==> src/rtl/fifo_fwft_flagged.sv <==
// First-word-fall-through FIFO for any DEPTH >= 2, with occupancy count, programmable
// almost-full/almost-empty flags and sticky overflow/underflow error flags.
module fifo_fwft_flagged #(
  parameter int WIDTH     = 4,
  parameter int DEPTH     = 16,
  parameter int AF_THRESH = DEPTH - 2,
  parameter int AE_THRESH = 1,
  localparam int CW = $clog2(DEPTH + 1),
  localparam int PW = (DEPTH > 1) ? $clog2(DEPTH) : 1
) (
  input  logic             clk,
  input  logic             srst,
  input  logic             wr_en,
  input  logic [WIDTH-1:0] din,
  output logic             full,
  output logic             almost_full,
  input  logic             rd_en,
  output logic [WIDTH-1:0] dout,
  output logic             empty,
  output logic             almost_empty,
  output logic [CW-1:0]    count,
  output logic             overflow,
  output logic             underflow
);

  logic [WIDTH-1:0] mem [DEPTH];
  logic [PW-1:0]    head, tail;
  logic [PW-1:0]    head_inc, tail_inc;
  logic             wr_acc, rd_acc;
  logic [CW-1:0]    count_nxt;
  logic [WIDTH-1:0] dout_nxt;

  // Pointers wrap explicitly so non-power-of-two depths work.
  function automatic logic [PW-1:0] ptr_inc(input logic [PW-1:0] p);
    ptr_inc = (p == PW'(DEPTH - 1)) ? '0 : p + 1'b1;
  endfunction

  assign full         = (count == CW'(DEPTH));
  assign empty        = (count == '0);
  assign almost_full  = (count >= CW'(AF_THRESH));
  assign almost_empty = (count <= CW'(AE_THRESH));

  assign wr_acc   = wr_en & ~full;
  assign rd_acc   = rd_en & ~empty;
  assign head_inc = ptr_inc(head);
  assign tail_inc = ptr_inc(tail);

  always_comb begin
    count_nxt = count;
    case ({wr_acc, rd_acc})
      2'b10:   count_nxt = count + 1'b1;
      2'b01:   count_nxt = count - 1'b1;
      default: count_nxt = count;
    endcase
  end

  // dout mirrors the head word; it bypasses RAM whenever the incoming word becomes head.
  always_comb begin
    dout_nxt = dout;
    if (wr_acc && (empty || (rd_acc && count == CW'(1))))
      dout_nxt = din;
    else if (rd_acc && count >= CW'(2))
      dout_nxt = mem[head_inc];
  end

  always_ff @(posedge clk) begin
    if (!srst && wr_acc)
      mem[tail] <= din;
  end

  always_ff @(posedge clk) begin
    if (srst) begin
      head      <= '0;
      tail      <= '0;
      count     <= '0;
      dout      <= '0;
      overflow  <= 1'b0;
      underflow <= 1'b0;
    end else begin
      if (wr_acc) tail <= tail_inc;
      if (rd_acc) head <= head_inc;
      count <= count_nxt;
      dout  <= dout_nxt;
      if (wr_en && full)  overflow  <= 1'b1;
      if (rd_en && empty) underflow <= 1'b1;
    end
  end

endmodule
==> config.mk <==
export PLATFORM = sky130hd
export DESIGN_NAME = fifo_fwft_flagged
export DESIGN_NICKNAME = d
export VERILOG_FILES = /design/src/rtl/fifo_fwft_flagged.sv
export SDC_FILE = /design/constraint.sdc
export NUM_CORES = 1
export LEC_CHECK = 0
export CAP_MARGIN = 20
export CORE_UTILIZATION = 25
export CTS_BUF_LIST = sky130_fd_sc_hd__clkbuf_16
export CTS_CLUSTER_SIZE = 12
export DETAILED_ROUTE_END_ITERATION = 10
export GPL_TIMING_DRIVEN = 0
export PLACE_DENSITY = 0.38
export SLEW_MARGIN = 0
export SYNTH_ARGS = -nofsm -noshare
export SYNTH_HDL_FRONTEND = slang
export SYNTH_SLANG_ARGS = --single-unit
==> constraint.sdc <==
create_clock -name clk -period 4.33 [get_ports clk]
set_input_delay 1.0825 -clock clk [delete_from_list [all_inputs] [get_ports clk]]
set_output_delay 1.0825 -clock clk [all_outputs]
set_load 0.05 [all_outputs]
# ---- Word-level counts from Yosys, hierarchy flattened
# Memories as Yosys holds them, arrays and structs flattened.
# Index checks and enable logic that the tools add are counted.
dict set report classes {
  add_sub_neg 4
  n_mul 0
  n_div 0
  magnitude_cmp 3
  n_eq_ne 6
  shift 0
  n_mux 7
  n_bitwise 4
  reduce_logical 11
}
# operator n
set op_table {}
lappend op_table {{$mux W4} 4}
lappend op_table {{$pmux W5 S2} 1}
lappend op_table {{$add A4 B1 Y4 const B} 2}
lappend op_table {{$eq A4 B4 Y1 const B} 2}
lappend op_table {{$logic_and A1 B1 Y1} 6}
lappend op_table {{$add A5 B1 Y5 const B} 1}
lappend op_table {{$eq A5 B1 Y1 const B} 1}
lappend op_table {{$eq A5 B5 Y1 const B} 1}
lappend op_table {{$ge A5 B2 Y1 const B} 1}
lappend op_table {{$ge A5 B4 Y1 const B} 1}
lappend op_table {{$le A5 B1 Y1 const B} 1}
lappend op_table {{$logic_not A5 Y1} 1}
lappend op_table {{$sub A5 B1 Y5 const B} 1}
lappend op_table {{$reduce_bool A2 Y1} 2}
lappend op_table {{$and A1 B1 Y1} 2}
lappend op_table {{$eq A2 B1 Y1 const B} 1}
lappend op_table {{$eq A2 B2 Y1 const B} 1}
lappend op_table {{$mux W1} 2}
lappend op_table {{$not A1 Y1} 2}
lappend op_table {{$logic_not A1 Y1} 1}
lappend op_table {{$logic_or A1 B1 Y1} 1}
dict set report word_totals {
  regBits 19
  latchBits 0
  mem_bits_rw 64
  romBits 0
  in_bits 8
  out_inout_bits 15
  word_cells 42
  memories 1
}
# memory words word_bits rd rd_ports_with_merged_regs wr line_no
set memory_table {}
lappend memory_table {mem 16 4 1 0 1 26} ;# logic [WIDTH-1:0] mem [DEPTH];

# ---- Logic depth before layout (Yosys ltp)
dict set report depth {
  depth_word 7
  depth_mapped 10
  depth_no_buf 10
}

# ---- Worst setup path before layout
# Ideal clock, no wire load.
dict set report synth_timing {
  kind {register to register}
  startpoint {register count[0]}
  endpoint {memory mem[0][0], enable pin}
  t_arrival_ns 2.502
  slack_ns 1.467
  path_stages_with_launch 9
  synth_period_minus_slack_ns 2.863
  path_cell_list {dfxtp_1 -> inv_1 -> ha_1 -> and4bb_2 -> nor2b_1 -> inv_1 -> nor2_1 -> nand2_1 -> nor3_1}
}
dict set report synth_between {
  elab_chain_cells 6
}
# element line_no
set synth_rtl {}
lappend synth_rtl {{start, declared} 21} ;# output logic [CW-1:0] count,
lappend synth_rtl {{start signal, assigned} 82} ;# count <= count_nxt;
lappend synth_rtl {{$eq A5 B5 Y1} 38} ;# assign full = (count == CW'(DEPTH));
lappend synth_rtl {{via full} 15} ;# output logic full,
lappend synth_rtl {{$not A1 Y1} 43} ;# assign wr_acc = wr_en & ~full;
lappend synth_rtl {{$and A1 B1 Y1} 43}
lappend synth_rtl {{$logic_and A1 B1 Y1} 67} ;# if (!srst && wr_acc)
lappend synth_rtl {{$mux W1} 67}
lappend synth_rtl {{$mux W1 (implied by the code)} 68} ;# mem[tail] <= din;
lappend synth_rtl {{end, declared} 26}
# The timed path passes the listed nets, and every way through them passes these cells.

# ---- Worst setup path after layout
dict set report layout_timing {
  startpoint {register count[1]}
  endpoint {output port full}
}
dict set report layout_between {
  elab_chain_cells 1
}
# element line_no
set layout_rtl {}
lappend layout_rtl {{$eq A5 B5 Y1} 38}
lappend layout_rtl {{end, declared} 15}
# Every way passes these cells.

==> results.yml <==
run_status:
  outcome: "finished clean"
critical_path:
  kind_of_end_point_of_the_critical_path: "output port"
  endpoint: "full"
  path_cells: "inv_1, ha_1, and4bb_2, clkdlybuf4s50_1"
  cp.arrival_ns: 2.23
  critPathLaunchType: "flip-flop"
  critical_path.max_stage_delay_ns: 0.80
  worstRegToRegCells: 8
  critPathSlowestCell: "sky130_fd_sc_hd__clkdlybuf4s50_1"
  critPathLaunch: "count[1]$_SDFFE_PP0P_"
  timing.setup.critical_path_class: "reg2out"
  worst-path-max-fanout: 8
  r2r_slack_ns: 1.24
  worst_r2r_endpoint: "mem[0][0]$_DFFE_PP_"
  startpoint_of_the_worst_slack_reg_to_reg_timing_path: "count[1]$_SDFFE_PP0P_"
  worst_ep_required_time_ns: 3.25
floorplanning:
  start_util: 0.256
  die_w_um: 124
  floorplan.rows: 44
  io_pins: 23
  core_area_sq_um: 14500
  die_h_um: 124
  die_area_sq_um: 15300
drt:
  drt_first_iter_violations: 153
  wire_per_inst_um: 17.6
  num_vias: 2374
  average_vias_per_placed_instance: 4.63
  drc: 0
  route.antenna.remaining_nets: 0
  drtPass1Iterations: 4
  finalWirelength_mm: 9.02
layout:
  area_delta_synth_final_pct: 20.6
  combined_area_of_the_multi_input_logic_cells_sq_um: 1310
  finalNetCount: 343
  inserted_diodes: 0
  fillCellCount: 1446
  mostFrequentLayoutCells: "sky130_fd_sc_hd__edfxtp_1 (64), sky130_fd_sc_hd__nor2_1 (35), sky130_fd_sc_hd__nand2_1 (34)"
  share_of_final_layout_standard_cells_stronger_than_drive_strength_1: 0.100
  layout_commonest_cell: "sky130_fd_sc_hd__edfxtp_1"
  fin_area_sq_um: 4470
  final-seq-area_sq_um: 2300
cts:
  cts_max_level: 3
  cts_made_buffers: 9
  cts_root_buffer: "sky130_fd_sc_hd__clkbuf_16"
  path_clk_slew_ns: 0.06
  post_cts_resized: 0
  max_root_sink_buffers: 2
  clk_lat_worst_skew_ns: 0.34
  tritoncts_clock_tree: "yes"
  cts.sink_count: 83
  postCtsSetupRepairBufs: 0
  cts_hold_repair.buffers: 0
pwr:
  vdd_ir_drop_max_uv: 249
  leakage_uw: 0.00149
  power.density_cell_area_nw_per_um2: 605
grt:
  antenna_found_initial: 0
  groute.usage.overall: 0.129
  grt-ovfl-total: 0
  use_met2: 0.214
  first_global_vias: 2407
  grt_busiest_layer: "met2"
  pin_count_of_the_biggest_net_entering_global_routing: 18
  grt_pass1_wl_mm: 13.8
  global_route.usage.met3: 0.0252
  grt_util_met1: 0.160
synth:
  mappedNetlistArea_sq_um: 3710
  yosys_warns: 0
  post_synth.cell_area_avg_sq_um: 12.7
  yosys.cell_types.count: 39
  register_area_share_after_synthesis: 0.621
  synthCells: 291
  synth_seq_cells: 83
  postSynth.asyncResetShare: 0
  syn_nets: 310
  number_of_enable_flip_flop_cells_after_synthesis: 64
  yosys_most_used_dff: "sky130_fd_sc_hd__edfxtp_1"
timing:
  fmax_mhz: 302
  timing_worst_slew_pin_value_ns: 0.771
  totalNegativeSetupSlack_ns: 0
  min_period_over_period: 0.764
  pins_over_slew_limit: 0
  report.final.hold_viol_count: 0
  whs_ns: 0.471
  post-route-min-period_ns: 3.31
  rsz0062_at_grt: "false"
  finClkSkew_ns: 0.00578
  final_setup_violating_endpoints: 0
  worst_slew_margin_rel: 0.484
placement:
  hpwlAfterDp_mm: 6.22
  placed_cell_area_sq_um: 4160
  place_congestion: 0.687
  port_buffers: 22
hold_path:
  hold_path.class: "reg2reg"
  hold_start: "overflow$_SDFFE_PP0P_"
run:
  timing.max_cap.violations: 0
[how the worst min path moves through the flow]
| stage | slack [ns] | cells after the start | to |
|---|---|---|---|
| after floorplan | 0.48 | 2 | tail[1]$_SDFFE_PP0P_ |
| after global placement | 0.45 | 2 | overflow$_SDFFE_PP0P_ |
| after detailed placement | 0.46 | 2 | overflow$_SDFFE_PP0P_ |
| after CTS | 0.48 | 2 | overflow$_SDFFE_PP0P_ |
| after global routing | 0.50 | 2 | underflow$_SDFFE_PP0P_ |
| final | 0.47 | 2 | overflow$_SDFFE_PP0P_ |
[power breakdown]
part | internal [uW] | switching, uW | leakage [uW] | total (uW)
clock | 499 | 308 | 0.000155 | 807
combinational | 364 | 582 | 0.000604 | 947
sequential | 907 | 44.2 | 0.000732 | 951
total | 1770 | 934 | 0.00149 | 2700
[cell type report]
type / count / area share
buffer: 13 / 0.0171
multi-input combinational: 190 / 0.293
sequential: 83 / 0.515
clock inverter: 7 / 0.0193
tap: 184 / 0.0515
timing repair buffer: 22 / 0.0493
clock buffer: 9 / 0.0504
inverter: 5 / 0.00420
[cell families (layout without fill, tap and decap cells)]
group,after synthesis,after routing,synth area share
flops,83,83,0.621
simple gates,105,105,0.131
compound gates,52,52,0.0948
fa+ha+maj,11,11,0.0371
mux,14,14,0.0716
buf+inv,18,56,0.0256
xor+xnor,8,8,0.0189
[per-layer routing]
layer / vias up / part of all wire
met5: - / 0
li1: 1148 / -
met4: 0 / 0.017
met2: 41 / 0.48
met1: 1174 / 0.48
met3: 11 / 0.021
[worst max-delay path: cells and delay by family, from the launching register on]
family        cells  cell delay, ns
flops             1            0.38
simple gates      1            0.29
buf+inv           2            0.96
fa+ha+maj         1            0.26
[state kept, by name, indices dropped and copies added, names as in the netlist]
signal,count
underflow,1
dout,4
head,4
tail,4
overflow,1
count,5
mem,64
[per-stage QoR]
stage	util	setup WS, ns	power, uW	std cells
floorplan	-	1.47	1640	291
global placement	0.287	0.642	1940	497
detailed placement	0.287	0.633	1930	497
CTS	0.309	0.975	2750	513
global route	0.309	0.874	2850	513
finish	0.309	1.02	2700	513
[cells in the mapped netlist, drive strengths merged, types with 5 or more instances]
master | number | area [sq um]
nor2b | 5 | 31.3
a21oi | 13 | 65.1
o21ai | 5 | 25.0
nand2b | 8 | 50.1
xor2 | 5 | 43.8
nor3 | 6 | 30.0
nand3 | 5 | 25.0
nand2 | 34 | 128
mux4 | 10 | 225
ha | 11 | 138
dfxtp | 19 | 380
nor2 | 35 | 131
clkbuf | 5 | 18.8
edfxtp | 64 | 1920
a31oi | 5 | 37.5
a211oi | 9 | 67.6
inv | 5 | 18.8
buf | 8 | 57.6
Note: power is estimated with default switching activity, not from simulation.
